<file path="src/rtl/led_pkg.sv">
// Shared constants for the RGB LED driver: colour bit positions, colour codes
// and the per-channel fade state encoding.
package led_pkg;

  // Bit position of each channel inside a colour code
  localparam int unsigned COL_R = 0;
  localparam int unsigned COL_G = 1;
  localparam int unsigned COL_B = 2;

  // Colour codes as produced by the colour sequencer
  localparam logic [2:0] OFF     = 3'd0;
  localparam logic [2:0] RED     = 3'd1;
  localparam logic [2:0] GREEN   = 3'd2;
  localparam logic [2:0] YELLOW  = 3'd3;
  localparam logic [2:0] BLUE    = 3'd4;
  localparam logic [2:0] MAGENTA = 3'd5;
  localparam logic [2:0] CYAN    = 3'd6;
  localparam logic [2:0] WHITE   = 3'd7;

  // Channel fade state
  typedef logic [1:0] ch_state_t;
  localparam ch_state_t IDLE    = 2'd0;
  localparam ch_state_t FADE_UP = 2'd1;
  localparam ch_state_t FADE_DN = 2'd2;

endpackage

</file>
<file path="src/rtl/rgb_led_driver_if.sv">
// Colour request / LED pin bundle between the colour sequencer (master) and
// the RGB LED driver (slave).
interface rgb_led_driver_if #(
  parameter int CNT_W = 8
);
  logic [2:0]       colour_in;
  logic             colour_vld;
  logic [CNT_W-1:0] brightness;
  logic [2:0]       colour_cur;
  logic             led_r;
  logic             led_g;
  logic             led_b;
  logic             busy;

  modport master (
    output colour_in, colour_vld, brightness,
    input  colour_cur, led_r, led_g, led_b, busy
  );

  modport slave (
    input  colour_in, colour_vld, brightness,
    output colour_cur, led_r, led_g, led_b, busy
  );
endinterface

</file>
<file path="src/rtl/pwm_channel.sv">
// One LED channel: target/duty registers, per-period fade step toward the
// target and the registered PWM compare.
module pwm_channel
  import led_pkg::*;
#(
  parameter int CNT_W     = 8,
  parameter int FADE_STEP = 16
) (
  input  logic             clk,
  input  logic             rst,
  input  logic             load,
  input  logic [CNT_W-1:0] tgt_in,
  input  logic             period_end,
  input  logic [CNT_W-1:0] pwm_cnt,
  output logic [CNT_W-1:0] duty,
  output logic             led,
  output ch_state_t        state
);

  localparam logic [CNT_W:0]   StepWide = (CNT_W + 1)'(FADE_STEP);
  localparam logic [CNT_W-1:0] Step     = CNT_W'(FADE_STEP);

  logic [CNT_W-1:0] tgt_q;
  logic [CNT_W-1:0] duty_q;
  logic [CNT_W-1:0] duty_d;
  logic [CNT_W:0]   diff_up;
  logic [CNT_W:0]   diff_dn;
  logic             led_q;

  // Next duty: snap to target when within one step, else move one step.
  // Differences use one extra bit so the compare never wraps.
  always_comb begin
    diff_up = {1'b0, tgt_q} - {1'b0, duty_q};
    diff_dn = {1'b0, duty_q} - {1'b0, tgt_q};
    duty_d  = duty_q;
    if (duty_q < tgt_q) begin
      duty_d = (diff_up <= StepWide) ? tgt_q : duty_q + Step;
    end else if (duty_q > tgt_q) begin
      duty_d = (diff_dn <= StepWide) ? tgt_q : duty_q - Step;
    end
  end

  // Fade state derived from the duty/target relation
  always_comb begin
    state = IDLE;
    if (duty_q < tgt_q) begin
      state = FADE_UP;
    end else if (duty_q > tgt_q) begin
      state = FADE_DN;
    end
  end

  // Target load, fade update on period end and registered PWM output.
  // All-ones duty forces the pin high so full brightness never blinks.
  always_ff @(posedge clk) begin
    if (rst) begin
      tgt_q  <= '0;
      duty_q <= '0;
      led_q  <= 1'b0;
    end else begin
      if (load) begin
        tgt_q <= tgt_in;
      end
      if (period_end) begin
        duty_q <= duty_d;
      end
      led_q <= (&duty_q) | (pwm_cnt < duty_q);
    end
  end

  assign duty = duty_q;
  assign led  = led_q;

endmodule

</file>
<file path="src/rtl/rgb_led_driver.sv">
// RGB LED driver: accepts a 3-bit colour code plus brightness and cross-fades
// three PWM channels toward it. Holds the shared prescaler and PWM counter.
module rgb_led_driver
  import led_pkg::*;
#(
  parameter int CNT_W     = 8,
  parameter int PRESCALE  = 4,
  parameter int FADE_STEP = 16
) (
  input logic              clk,
  input logic              rst,
  rgb_led_driver_if.slave  bus
);

  localparam int PW = (PRESCALE > 1) ? $clog2(PRESCALE) : 1;

  logic [PW-1:0]    presc_q;
  logic [CNT_W-1:0] pwm_cnt_q;
  logic [2:0]       colour_cur_q;
  logic             tick;
  logic             period_end;
  logic [CNT_W-1:0] tgt_r;
  logic [CNT_W-1:0] tgt_g;
  logic [CNT_W-1:0] tgt_b;
  ch_state_t        st_r;
  ch_state_t        st_g;
  ch_state_t        st_b;
  logic [CNT_W-1:0] duty_r;
  logic [CNT_W-1:0] duty_g;
  logic [CNT_W-1:0] duty_b;

  assign tick       = (presc_q == PW'(PRESCALE - 1));
  assign period_end = tick & (&pwm_cnt_q);

  // Prescaler and PWM counter; the counter steps once per tick and wraps
  always_ff @(posedge clk) begin
    if (rst) begin
      presc_q   <= '0;
      pwm_cnt_q <= '0;
    end else if (tick) begin
      presc_q   <= '0;
      pwm_cnt_q <= pwm_cnt_q + 1'b1;
    end else begin
      presc_q   <= presc_q + 1'b1;
    end
  end

  // Every request is accepted, even mid-fade
  always_ff @(posedge clk) begin
    if (rst) begin
      colour_cur_q <= '0;
    end else if (bus.colour_vld) begin
      colour_cur_q <= bus.colour_in;
    end
  end

  assign tgt_r = bus.colour_in[COL_R] ? bus.brightness : '0;
  assign tgt_g = bus.colour_in[COL_G] ? bus.brightness : '0;
  assign tgt_b = bus.colour_in[COL_B] ? bus.brightness : '0;

  pwm_channel #(.CNT_W(CNT_W), .FADE_STEP(FADE_STEP)) u_ch_r (
    .clk       (clk),
    .rst       (rst),
    .load      (bus.colour_vld),
    .tgt_in    (tgt_r),
    .period_end(period_end),
    .pwm_cnt   (pwm_cnt_q),
    .duty      (duty_r),
    .led       (bus.led_r),
    .state     (st_r)
  );

  pwm_channel #(.CNT_W(CNT_W), .FADE_STEP(FADE_STEP)) u_ch_g (
    .clk       (clk),
    .rst       (rst),
    .load      (bus.colour_vld),
    .tgt_in    (tgt_g),
    .period_end(period_end),
    .pwm_cnt   (pwm_cnt_q),
    .duty      (duty_g),
    .led       (bus.led_g),
    .state     (st_g)
  );

  pwm_channel #(.CNT_W(CNT_W), .FADE_STEP(FADE_STEP)) u_ch_b (
    .clk       (clk),
    .rst       (rst),
    .load      (bus.colour_vld),
    .tgt_in    (tgt_b),
    .period_end(period_end),
    .pwm_cnt   (pwm_cnt_q),
    .duty      (duty_b),
    .led       (bus.led_b),
    .state     (st_b)
  );

  assign bus.colour_cur = colour_cur_q;
  assign bus.busy       = (st_r != IDLE) | (st_g != IDLE) | (st_b != IDLE);

endmodule

</file>
<file path="src/flat_wrapper.sv">
// flat-port wrapper written by rule: the top's interface ports become plain ports
module rgb_led_driver_flat import led_pkg::*;
#(
  parameter int CNT_W     = 8,
  parameter int PRESCALE  = 4,
  parameter int FADE_STEP = 16
)
  (clk, rst, bus_colour_in, bus_colour_vld, bus_brightness, bus_colour_cur, bus_led_r, bus_led_g, bus_led_b, bus_busy);
  rgb_led_driver_if #(.CNT_W(CNT_W)) bus_i ();
  input logic clk;
  input logic rst;
  input wire logic [$bits(bus_i.colour_in)-1:0] bus_colour_in;
  input wire logic [$bits(bus_i.colour_vld)-1:0] bus_colour_vld;
  input wire logic [$bits(bus_i.brightness)-1:0] bus_brightness;
  output wire logic [$bits(bus_i.colour_cur)-1:0] bus_colour_cur;
  output wire logic [$bits(bus_i.led_r)-1:0] bus_led_r;
  output wire logic [$bits(bus_i.led_g)-1:0] bus_led_g;
  output wire logic [$bits(bus_i.led_b)-1:0] bus_led_b;
  output wire logic [$bits(bus_i.busy)-1:0] bus_busy;
  assign bus_i.colour_in = bus_colour_in;
  assign bus_i.colour_vld = bus_colour_vld;
  assign bus_i.brightness = bus_brightness;
  assign bus_colour_cur = bus_i.colour_cur;
  assign bus_led_r = bus_i.led_r;
  assign bus_led_g = bus_i.led_g;
  assign bus_led_b = bus_i.led_b;
  assign bus_busy = bus_i.busy;
  rgb_led_driver #(.CNT_W(CNT_W), .PRESCALE(PRESCALE), .FADE_STEP(FADE_STEP)) u_core (.clk(clk), .rst(rst), .bus(bus_i));
endmodule
</file>
<file path="config.mk">
export PLATFORM = sky130hd
export DESIGN_NAME = rgb_led_driver_flat
export DESIGN_NICKNAME = d
export VERILOG_FILES = /design/src/rtl/led_pkg.sv /design/src/rtl/rgb_led_driver_if.sv /design/src/rtl/pwm_channel.sv /design/src/rtl/rgb_led_driver.sv /design/src/flat_wrapper.sv
export SDC_FILE = /design/constraint.sdc
export NUM_CORES = 1
export LEC_CHECK = 0
export CAP_MARGIN = 20
export CORE_ASPECT_RATIO = 0.5
export CORE_MARGIN = 3
export CORE_UTILIZATION = 65
export CTS_CLUSTER_SIZE = 14
export DETAILED_ROUTE_END_ITERATION = 16
export PLACE_DENSITY_LB_ADDON = 0.08
export SLEW_MARGIN = 20
export SYNTH_ARGS = -nofsm -noshare
export SYNTH_HDL_FRONTEND = slang
export SYNTH_SLANG_ARGS = --single-unit
export TNS_END_PERCENT = 1
</file>
<file path="constraint.sdc">
create_clock -name clk -period 4.45 [get_ports clk]
set_input_delay 0.445 -clock clk [delete_from_list [all_inputs] [get_ports clk]]
set_output_delay 0.445 -clock clk [all_outputs]
set_load 0.01 [all_outputs]
</file>
# Word level (Yosys, flattened, before mapping)

Index checks and enable logic that the tools add are counted.

Register bits after elaboration: 64
Bits in latches: 0
Bits in writable memories: 0
Input bits: 14
Word-level logic and storage cells: 83
ROM bits: 0
Memories: 0

Order comparisons: 15
Muxes and demuxes: 21
$add $sub $neg: 14
$mul: 0
Shift-type cells: 0
Bitwise gates (word level): 6
Eq/ne operators: 1
Reduce and logical (&&, ||, !) cells: 14
Div/mod/pow operators: 0

Operator list:

| cell                                                            | count |
|---|---|
| two-way mux 8 bit                                               | 15 |
| less-or-equal comparator 9 x 5 -> 1 bit (second input constant) | 6 |
| subtractor 8 x 8 -> 9 bit                                       | 6 |
| < comparator 8 bit                                              | 6 |
| AND reduction 8 bit                                             | 4 |
| adder 8 x 5 -> 8 bit (second input constant)                    | 3 |
| greater-than comparator 8 bit                                   | 3 |
| subtractor 8 x 5 -> 8 bit (second input constant)               | 3 |
| two-way mux 2 bit                                               | 6 |
| nonzero test 2 bit                                              | 6 |
| adder 8 x 1 -> 8 bit (second input constant)                    | 1 |
| AND reduction 2 bit                                             | 3 |
| OR 1 bit                                                        | 5 |
| adder 2 x 1 -> 2 bit (second input constant)                    | 1 |
| == test 2 bit (second input constant)                           | 1 |
| OR reduction 2 bit                                              | 1 |
| AND 1 bit                                                       | 1 |

# Logic depth before layout (Yosys ltp)

Gate-level depths: netlist of run 1.

Depth in word-level cells: 6
Mapped depth: 12
Gate-level depth less buffers: 10

# Hierarchy

From an unflattened synthesis of run 1, not the netlist that was laid out.

Cells, all modules: 719
Area, all modules: 5768.0 um2

Modules (own cells, without submodules):

| module         | times used | cells each | area an instance (um2) |
|---|---|---|---|
| pwm_channel    | 3          | 213        | 1690.4 |
| rgb_led_driver | 1          | 80         | 696.9 |

# Worst setup path after synthesis of run 1

OpenSTA, ideal clock, no wires.

Path type: flip-flop to flip-flop
From: register u_core.u_ch_g.tgt_q[5]
To: register u_core.u_ch_g.duty_q[1] (netlist: u_core.u_ch_g.duty[1])
Arrival time: 2.399 ns
Setup slack: 1.919 ns
Cell stages (with the launch flop): 11
Period minus slack after synthesis: 2.531 ns
Cell sequence: dfxtp_1 > inv_1 > ha_1 > buf_2 > or4_1 > o22ai_1 > a21oi_1 > or3_1 > o22a_2 > o21ai_0 > a21oi_1

Word-level cells in the longest chain between the ends: 5

RTL lines:

| what                                    | line              | source |
|---|---|---|
| start, declared                         | pwm_channel.sv:23 | `logic [CNT_W-1:0] tgt_q;` |
| start signal, assigned                  | pwm_channel.sv:62 | `tgt_q <= tgt_in;` |
| subtractor 8 x 8 -> 9 bit               | pwm_channel.sv:34 | `diff_dn = {1'b0, duty_q} - {1'b0, tgt_q};` |
| less-or-equal comparator 9 x 5 -> 1 bit | pwm_channel.sv:39 | `duty_d = (diff_dn <= StepWide) ? tgt_q : duty_q - Step;` |
| two-way mux 8 bit                       | pwm_channel.sv:39 |  |
| two-way mux 8 bit                       | pwm_channel.sv:38 | `end else if (duty_q > tgt_q) begin` |
| two-way mux 8 bit                       | pwm_channel.sv:36 | `if (duty_q < tgt_q) begin` |
| end signal, assigned                    | pwm_channel.sv:65 | `duty_q <= duty_d;` |
| end, declared                           | pwm_channel.sv:24 | `logic [CNT_W-1:0] duty_q;` |

Several ways; a longest one is shown, not always the timed one. The select of a mux whose other input is x is not followed.
A chain may end at the register's enable or synchronous reset.

# Worst setup path in the final report of run 1

From: register u_core.u_ch_b.tgt_q[4]
To: output port bus_busy

Word-level cells in the longest chain between the ends: 5

RTL lines:

| what                          | line                 | source |
|---|---|---|
| start, declared               | pwm_channel.sv:23    |  |
| start signal, assigned        | pwm_channel.sv:62    |  |
| greater-than comparator 8 bit | pwm_channel.sv:48    | `end else if (duty_q > tgt_q) begin` |
| two-way mux 2 bit             | pwm_channel.sv:48    |  |
| two-way mux 2 bit (*)         | pwm_channel.sv:46    | `if (duty_q < tgt_q) begin` |
| nonzero test 2 bit (*)        | rgb_led_driver.sv:98 | `assign bus.busy = (st_r != IDLE) \| (st_g != IDLE) \| (st_b != IDLE);` |
| OR 1 bit (*)                  | rgb_led_driver.sv:98 |  |
| end, declared                 | flat_wrapper.sv:19   | `output wire logic [$bits(bus_i.busy)-1:0] bus_busy;` |

Mark *: on every way between the ends. The rest lies on a longest branch, timed or not.

==> flow_metrics.py, run 1 <==
metrics = {
    "outcome": {
        "status": "completed",
    },
    "sta": {
        "fin_ws_ps": 635,
        "setup_tns_ps": 0,
        "rsz0062_at_grt": "false",
        "final.period_utilization": 0.857,
        "fmax_mhz": 262,
        "finClkSkew_ps": 9.18,
        "slew_viol_final": 0,
        "worst_pin_slew_ps": 881,
        "period_needed_ps": 3820,
        "relSlewSlack": 0.409,
        "finalSetupViolations": 0,
        "hold_viol": 0,
    },
    "clock_network": {
        "cts_buffers": 9,
        "clock_latency_ps": 340,
        "cts-root-buf": "clkbuf_16",
        "cts_hold_buf": 0,
        "cts_buffer_depth": 2,
        "cts.clk_slew.worst_paths_ps": 60,
        "cts-resized-gates": 0,
        "h-tree-depth": 3,
        "cts_tree": "yes",
        "post_cts_buffers": 0,
        "clock-sinks": 64,
    },
    "routing": {
        "antenna_left": 0,
        "routedWlPerCell_um": 17.5,
        "dr_total_vias": 5152,
        "vias_per_cell": 6.37,
        "drcViolationCount": 0,
        "drt_first_pass_iters": 5,
        "drt_iter0_markers": 342,
        "wirelength_um": 14200,
    },
    "worst_setup_path": {
        "max_stage_delay_ps": 540,
        "reg2reg_slack_ps": 1170,
        "path_buf_inv": 2,
        "crit_chain": "inv_1 > ha_1 > and3_1 > o21ai_1 > a41oi_2 > a21oi_2 > nor4_1 > nand4_1 > clkdlybuf4s50_1",
        "path_class": "reg -> out",
        "slowest_stage": "clkdlybuf4s50_1",
        "worstPathArrival_ps": 3370,
        "cpLargestDelayFamily": "simple AND/OR/NAND/NOR gates",
        "critPathRequiredTime_ps": 4010,
        "cp_max_fo": 13,
        "critPathLaunch": "u_core.u_ch_b.tgt_q[4]$_SDFFE_PP0P_",
        "worstReg2RegStart": "u_core.u_ch_r.tgt_q[2]$_SDFFE_PP0P_",
        "worstSetupStartpointType": "flop",
        "cp-end-kind": "output port",
    },
    "grt": {
        "track_usage": 0.303,
        "grt_max_degree": 43,
        "antenna_found_initial": 0,
        "overflow": 0,
        "grt_pass1_wl_um": 23700,
        "grt_pass1_vias": 4799,
    },
    "place": {
        "dp_worst_setup_slack_ps": 1050,
        "hpwl_um": 10700,
        "placedInstanceArea_mm2": 0.00574,
        "portBuffers": 20,
        "place_congestion": 1.05,
    },
    "final_layout": {
        "final_cell_mix": "ha_1, dfxtp_1, nor2_1",
        "design_area_mm2": 0.00601,
        "final_common_cell": "ha_1",
        "diodes": 0,
        "drive_gt1_frac": 0.0603,
        "syn2layout_area_growth_pct": 8.51,
        "nNetsFinal": 783,
    },
    "synth": {
        "synth_fa_ha_area_frac": 0.174,
        "synth_top_area_cell": "dfxtp_1",
        "syn_area_per_cell_um2": 8.03,
        "async_reset_ff_frac": 0,
        "ys_seq_elements": 64,
        "synth_compound_area_frac": 0.281,
        "synth_ff_type": "dfxtp_1",
        "netlist_area_mm2": 0.00554,
        "synth_edf_count": 0,
        "syn_nets": 781,
        "synth_area_leaders": "dfxtp_1, ha_1, nor2_1",
        "ys_seq_area_frac": 0.231,
        "synth-xor-area-share": 0.0348,
        "ys_warn_count": 0,
        "synthCells": 690,
        "synth_simple_gate_area_frac": 0.201,
        "synth_top_family_by_area": "compound AO/OA/AOI/OAI gates",
        "netlist-cell-type-count": 80,
        "synth.top_cell.area_share": 0.231,
        "synth.area.mux_share": 0.0120,
    },
    "die": {
        "rows": 23,
        "fp.coreArea_mm2": 0.00814,
        "die_w_um": 137,
        "io_pins": 21,
        "die_y_um": 71.3,
        "die_area_mm2": 0.00974,
        "start_util": 0.681,
    },
    "run": {
        "maxCapViolCount": 0,
    },
    "power": {
        "leakage_nw": 2.31,
        "ir_worst_vdd_mv": 0.189,
        "powerDensity_mw_per_mm2": 268,
    },
    "min_path": {
        "hold_path.class": "reg -> reg",
        "hold_start": "u_core.presc_q[0]$_SDFF_PP0_",
    },
}
path summary, 6_finish.rpt:
| kind | to | cells past startpoint |
|---|---|---|
| max | bus_busy | 9 |
| min reg2reg | u_core.presc_q[0]$_SDFF_PP0_ | 1 |
| min | u_core.presc_q[0]$_SDFF_PP0_ | 1 |
| max reg2reg | u_core.u_ch_r.duty[7]$_SDFFE_PP0P_ | 10 |
report_power, final:
group	total, mW	leakage (nW)	internal, mW	switching (mW)
clock network	0.646	0.137	0.379	0.266
registers	0.600	0.519	0.586	0.0134
logic	0.367	1.65	0.139	0.227
total	1.61	2.31	1.11	0.507
synthesized netlist by cell type, types with 13 or more instances:
cell       n
o21ai_0   34
nand2_1   31
nor2_1    60
a21o_1    20
nor3_1    15
dfxtp_1   64
a21oi_1   41
ha_1      77
nand2b_1  13
clkbuf_1  14
a22oi_1   24
inv_1     56
nand3_1   29
nor2b_1   18
nand4_1   13
cells by family (layout without fill, tap and decap cells):
kind of cell | count (synthesis) | count (layout)
buffers and inverters | 88 | 95
and+or+nand+nor | 217 | 217
AOI/OAI and AO/OA | 216 | 216
adders and majority gates | 77 | 77
DFF | 64 | 64
xor gates and xnor gates | 22 | 22
muxes | 6 | 6
through the flow:
step / total power [mW] / hold WS [ps] / cells / utilization
global placement: 0.962 / 419 / 793 / 0.705
finish: 1.61 / 435 / 809 / 0.739
floorplan: 0.884 / 404 / 690 / -
CTS: 1.61 / 442 / 809 / 0.739
global route: 1.68 / 465 / 809 / 0.739
detailed placement: 0.968 / 433 / 793 / 0.705
area by class of cell:
class,instances,area [um2]
multi-input cells,538,3890
fillers,661,2130
flip-flops and latches,64,1280
clock buffers,10,229
inverters,57,214
repair buffers,22,210
well taps,112,140
clock inverters,6,45.0
per-layer routing:
metal	track usage	share of wire	vias to the layer above
met5	0	0	-
li1	-	-	2518
met3	0.0491	0.062	23
met1	0.415	0.47	2424
met2	0.504	0.46	187
met4	0.0760	0.011	0
flip-flops by register name, summed over array words and instances (netlist names):
register and cells:
u_core.u_ch_r.duty 8, u_core.presc_q 2, u_core.u_ch_g.tgt_q 8, u_core.u_ch_b.tgt_q 8, u_core.u_ch_b.duty 8, u_core.pwm_cnt_q 8
u_core.bus.colour_cur 3, u_core.u_ch_r.led 1, u_core.u_ch_g.duty 8, u_core.u_ch_r.tgt_q 8, u_core.u_ch_g.led 1, u_core.u_ch_b.led 1
Note: power is estimated with default switching activity, not from simulation.
==> run 2, diff against run 1 <==
--- a/config.mk
+++ b/config.mk
@@ -5,13 +5,12 @@
 export SDC_FILE = /design/constraint.sdc
 export NUM_CORES = 1
 export LEC_CHECK = 0
-export CAP_MARGIN = 20
 export CORE_ASPECT_RATIO = 0.5
 export CORE_MARGIN = 3
 export CORE_UTILIZATION = 65
 export CTS_CLUSTER_SIZE = 14
 export DETAILED_ROUTE_END_ITERATION = 16
-export PLACE_DENSITY_LB_ADDON = 0.08
+export PLACE_DENSITY_LB_ADDON = 0.3
 export SLEW_MARGIN = 20
 export SYNTH_ARGS = -nofsm -noshare
 export SYNTH_HDL_FRONTEND = slang
==> run 2 against run 1 <==
Compared with the run above: cell count increased by 0.12%; setup slack got worse by 47 ps; core utilization increased by 0.66 points; routed wire length increased by 4.5%; sequential power about the same; first-iteration DRC count increased by 20%; via count increased by 2.7%; design area increased by 0.89%; sequential share of layout area decreased by 0.19 points; clock-buffer cell count decreased by 1; critical endpoint unchanged; highest routed layer unchanged.
==> flow_metrics.py, run 2 (same netlist as run 1, synthesis figures left out) <==
metrics = {
    "sta": {
        "final.period_utilization": 0.868,
        "finClkSkew_ps": 8.40,
        "relSlewSlack": 0.403,
        "slew_viol_final": 0,
        "worst_pin_slew_ps": 891,
        "rsz0062_at_grt": "false",
        "hold_viol": 0,
        "hold_ws_ps": 431,
        "period_needed_ps": 3860,
        "setup_tns_ps": 0,
        "finalSetupViolations": 0,
        "fmax_mhz": 259,
    },
    "grt": {
        "antenna_found_initial": 0,
        "grt_max_degree": 41,
        "grt_pass1_wl_um": 24000,
        "track_usage": 0.306,
        "overflow": 0,
        "grt_pass1_vias": 4895,
    },
    "clock_network": {
        "cts-root-buf": "clkbuf_16",
        "post_cts_buffers": 0,
        "clock_latency_ps": 340,
        "clock-sinks": 64,
        "cts_tree": "yes",
        "cts_buffers": 9,
        "cts.clk_slew.worst_paths_ps": 60,
        "cts_hold_buf": 0,
        "cts-resized-gates": 0,
        "h-tree-depth": 3,
        "cts_buffer_depth": 2,
    },
    "min_path": {
        "hold_path.class": "reg -> reg",
        "hold_start": "u_core.presc_q[0]$_SDFF_PP0_",
        "whs_path_depth": 1,
        "hold-path-endpoint": "u_core.presc_q[0]$_SDFF_PP0_",
    },
    "place": {
        "hpwl_um": 10900,
        "portBuffers": 20,
        "place_congestion": 1.04,
    },
    "power": {
        "power_mw": 1.73,
        "leakage_nw": 2.33,
        "powerDensity_mw_per_mm2": 285,
        "ir_worst_vdd_mv": 0.193,
    },
    "die": {
        "fp.coreArea_mm2": 0.00814,
        "io_pins": 21,
        "start_util": 0.681,
        "die_y_um": 71.3,
        "die_w_um": 137,
        "die_area_mm2": 0.00974,
        "rows": 23,
    },
    "final_layout": {
        "drive_gt1_frac": 0.0630,
        "syn2layout_area_growth_pct": 9.48,
        "diodes": 0,
        "final_common_cell": "ha_1",
        "nFillCells": 588,
        "final_cell_mix": "ha_1, dfxtp_1, nor2_1",
        "nNetsFinal": 784,
    },
    "worst_setup_path": {
        "cp-end-kind": "output port",
        "r2r_end": "u_core.u_ch_b.duty[4]$_SDFFE_PP0P_",
        "worstSetupStartpointType": "flop",
        "critPathRequiredTime_ps": 4010,
        "path_class": "reg -> out",
        "worstReg2RegStart": "u_core.u_ch_b.tgt_q[4]$_SDFFE_PP0P_",
        "reg2reg_slack_ps": 1140,
        "cp_max_fo": 13,
        "reg2regPathDepth": 10,
        "worstPathArrival_ps": 3420,
    },
    "routing": {
        "routedWlPerCell_um": 18.3,
        "drt_first_pass_iters": 6,
        "drcViolationCount": 0,
        "drt_iter0_markers": 410,
        "antenna_left": 0,
        "dr_total_vias": 5289,
        "vias_per_cell": 6.53,
        "wirelength_um": 14800,
    },
    "outcome": {
        "status": "completed",
    },
    "run": {
        "maxCapViolCount": 0,
    },
}
run 2: cell count changes in the layout (fill, tap and decap cells not counted), sizes merged:
cell      before  now
bufinv         0    2
buf            3    4
clkbuf        10    9
clkinvlp       0    1
clkinv         6    4
run 2: worst max-delay path by stage:
stage                                             start                            endpoint  slack, ps  cells past startpoint
global placement    u_core.u_ch_r.tgt_q[2]$_SDFFE_PP0P_                            bus_busy       1160                      9
CTS                 u_core.u_ch_r.tgt_q[2]$_SDFFE_PP0P_                            bus_busy        680                      9
global route        u_core.u_ch_r.tgt_q[3]$_SDFFE_PP0P_                            bus_busy        410                      9
detailed placement  u_core.u_ch_r.tgt_q[2]$_SDFFE_PP0P_                            bus_busy       1060                      9
finish              u_core.u_ch_b.tgt_q[4]$_SDFFE_PP0P_                            bus_busy        590                      9
floorplan           u_core.u_ch_g.tgt_q[5]$_SDFFE_PP0P_  u_core.u_ch_g.duty[1]$_SDFFE_PP0P_       1920                     10
run 2: where the power goes:
group	switching (mW)	total [mW]	internal, mW
clock	0.269	0.759	0.491
sequential	0.0140	0.600	0.586
combinational	0.229	0.370	0.140
run 2: final cells by class:
type | instances | area, um2 | area share
inverters | 57 | 214 | 0.0353
flip-flops and latches | 64 | 1280 | 0.211
multi-input cells | 538 | 3890 | 0.642
clock buffers | 9 | 225 | 0.0371
repair buffers | 23 | 218 | 0.0359
well taps | 112 | 140 | 0.0231
clock inverters | 7 | 95.1 | 0.0157
run 2: stage by stage:
stage,setup slack [ps],cell area (um2),utilization,std cells
final,587,6070,0.745,810
after global routing,415,6070,0.745,810
after CTS,683,6070,0.745,810
after detailed placement,1060,5750,0.706,794
after global placement,1160,5750,0.706,794
after floorplan,1920,5540,-,690
run 2: routing by layer:
metal | share of wire | vias up | track usage
met5 | 0 | - | 0
met4 | 0.018 | 0 | 0.0637
li1 | - | 2525 | -
met2 | 0.47 | 224 | 0.516
met3 | 0.079 | 41 | 0.0666
met1 | 0.43 | 2499 | 0.407
run 2: critical path: stages, from the launching register on:
cell,delay [ps]
dfxtp_1,400
inv_1,70
ha_1,490
and3_1,230
o21ai_1,130
a41oi_2,270
a21oi_2,210
nor4_1,480
nand4_1,260
clkdlybuf4s50_1,550
==> run 3, diff against run 2 <==
--- a/config.mk
+++ b/config.mk
@@ -5,9 +5,10 @@
 export SDC_FILE = /design/constraint.sdc
 export NUM_CORES = 1
 export LEC_CHECK = 0
+export CAP_MARGIN = 10
 export CORE_ASPECT_RATIO = 0.5
 export CORE_MARGIN = 3
-export CORE_UTILIZATION = 65
+export CORE_UTILIZATION = 56
 export CTS_CLUSTER_SIZE = 14
 export DETAILED_ROUTE_END_ITERATION = 16
 export PLACE_DENSITY_LB_ADDON = 0.3
==> run 3 against run 2 <==
Compared with the run above: cell count up 2.1%; flip-flop and latch count is the same; largest power group unchanged; core utilization decreased by 8.6 points; setup slack gained 120 ps; maximum frequency grew 3.1%; sequential share of layout area up 0.12 points; clock power fell by 15%; critical path type unchanged; clock-buffer cell count did not move; first-iteration DRC count down 12%; sequential power hardly changed; hold slack improved by 0.57 ps; clock skew shrank 2.6 ps; largest cell class unchanged.
==> flow_metrics.py, run 3 (same netlist as run 1, synthesis figures left out) <==
metrics = {
    "outcome": {
        "status": "completed",
    },
    "routing": {
        "drt_first_pass_iters": 5,
        "dr_total_vias": 5159,
        "drcViolationCount": 0,
        "drt_iter0_markers": 361,
        "antenna_left": 0,
        "routedWlPerCell_um": 17.2,
        "wirelength_um": 14200,
        "vias_per_cell": 6.24,
    },
    "worst_setup_path": {
        "worstSetupStartpointType": "flop",
        "reg2regPathDepth": 10,
        "endpoint": "bus_busy",
        "critPathLaunch": "u_core.u_ch_r.tgt_q[3]$_SDFFE_PP0P_",
        "worstPathArrival_ps": 3300,
        "worstReg2RegStart": "u_core.u_ch_b.tgt_q[2]$_SDFFE_PP0P_",
        "path_class": "reg -> out",
        "reg2reg_slack_ps": 1140,
        "r2r_end": "u_core.u_ch_b.duty[7]$_SDFFE_PP0P_",
        "cp-end-kind": "output port",
        "critPathRequiredTime_ps": 4010,
        "cp_max_fo": 8,
    },
    "sta": {
        "finalSetupViolations": 0,
        "relSlewSlack": 0.340,
        "worst_pin_slew_ps": 990,
        "slew_viol_final": 0,
        "period_needed_ps": 3750,
        "rsz0062_at_grt": "false",
        "final.period_utilization": 0.842,
        "finClkSkew_ps": 5.84,
        "fin_ws_ps": 705,
        "fmax_mhz": 267,
        "hold_viol": 0,
        "setup_tns_ps": 0,
    },
    "clock_network": {
        "cts.clk_slew.worst_paths_ps": 60,
        "post_cts_buffers": 0,
        "clock-sinks": 64,
        "cts_tree": "yes",
        "cts_hold_buf": 0,
        "cts-root-buf": "clkbuf_16",
        "h-tree-depth": 3,
        "clock_latency_ps": 340,
        "cts-resized-gates": 0,
        "cts_buffers": 9,
        "cts_buffer_depth": 2,
    },
    "power": {
        "powerDensity_mw_per_mm2": 266,
        "p_seq_frac": 0.373,
        "power.net_switching_mw": 0.507,
        "ir_worst_vdd_mv": 0.186,
        "clkPwrFrac": 0.401,
        "internal_power_mw": 1.10,
        "swShare": 0.315,
        "p_comb_frac": 0.226,
        "leakage_nw": 2.30,
    },
    "grt": {
        "antenna_found_initial": 0,
        "grt_max_degree": 52,
        "track_usage": 0.253,
        "grt_pass1_vias": 4665,
        "grt_pass1_wl_um": 23500,
        "overflow": 0,
    },
    "die": {
        "die_y_um": 76.4,
        "start_util": 0.605,
        "die_w_um": 147,
        "rows": 24,
        "io_pins": 21,
        "die_area_mm2": 0.0112,
        "fp.coreArea_mm2": 0.00916,
    },
    "final_layout": {
        "diodes": 0,
        "nNetsFinal": 783,
        "syn2layout_area_growth_pct": 8.87,
        "final_cell_mix": "ha_1, dfxtp_1, nor2_1",
        "seq_area_mm2": 0.00128,
        "final_common_cell": "ha_1",
        "drive_gt1_frac": 0.0617,
        "nFillCells": 775,
        "multi_input_area_mm2": 0.00389,
    },
    "place": {
        "place_congestion": 0.961,
        "portBuffers": 20,
        "hpwl_um": 10700,
        "dp_worst_setup_slack_ps": 1060,
    },
    "run": {
        "maxCapViolCount": 0,
    },
    "min_path": {
        "hold_path.class": "reg -> reg",
    },
}
[run 3: changes by cell type in the layout (fill, tap and decap cells not counted), sizes merged]
| cell | delta |
|---|---|
| buf | -1 |
| bufinv | -2 |
| clkinvlp | +2 |
[run 3: area by class of cell]
cell class	instances	area share
Sequential cell	64	0.212
Clock inverter	7	0.00767
Multi-Input combinational cell	538	0.645
Clock buffer	9	0.0373
Inverter	57	0.0355
Timing Repair Buffer	22	0.0348
Tap cell	130	0.0270
[run 3: worst min path at each step]
stage               depth (start not counted)                    startpoint                      endpoint
finish                                      1  u_core.presc_q[0]$_SDFF_PP0_  u_core.presc_q[0]$_SDFF_PP0_
global route                                1  u_core.presc_q[0]$_SDFF_PP0_  u_core.presc_q[0]$_SDFF_PP0_
CTS                                         1  u_core.presc_q[0]$_SDFF_PP0_  u_core.presc_q[0]$_SDFF_PP0_
detailed placement                          1  u_core.presc_q[0]$_SDFF_PP0_  u_core.presc_q[0]$_SDFF_PP0_
global placement                            1  u_core.presc_q[0]$_SDFF_PP0_  u_core.presc_q[0]$_SDFF_PP0_
floorplan                                   1  u_core.presc_q[0]$_SDFF_PP0_  u_core.presc_q[0]$_SDFF_PP0_
[run 3: layer usage]
layer,global-route usage,vias to the layer above,part of all wire
li1,-,2528,-
met1,0.350,2435,0.46
met2,0.410,172,0.46
met3,0.0410,24,0.061
met4,0.0657,0,0.015
met5,0,-,0
[run 3: power groups by stage]
| stage | Combinational, mW | Clock [mW] | Sequential (mW) |
|---|---|---|---|
| global route | 0.398 | 0.685 | 0.601 |
| CTS | 0.357 | 0.652 | 0.599 |
| global placement | 0.348 | 0 | 0.611 |
| floorplan | 0.275 | 0 | 0.608 |
| detailed placement | 0.355 | 0 | 0.612 |
| finish | 0.363 | 0.645 | 0.600 |
[run 3: per-stage QoR]
step	cell area (um2)	power (mW)	hold slack, ps	std cells	util
after floorplan	5540	0.884	404	690	-
after global placement	5760	0.959	414	811	0.629
after detailed placement	5760	0.967	420	811	0.629
after CTS	6030	1.61	428	827	0.659
after global routing	6030	1.68	453	827	0.659
final	6030	1.61	432	827	0.659
[run 3: critical path, cell delays in order, from the launching register on]
cell             delay [ps]
dfxtp_1                 380
inv_1                    60
ha_1                    410
and3_1                  220
o21ai_1                 130
a32oi_2                 300
a21oi_1                 190
nor4_2                  540
nand4_1                 200
clkdlybuf4s50_1         520
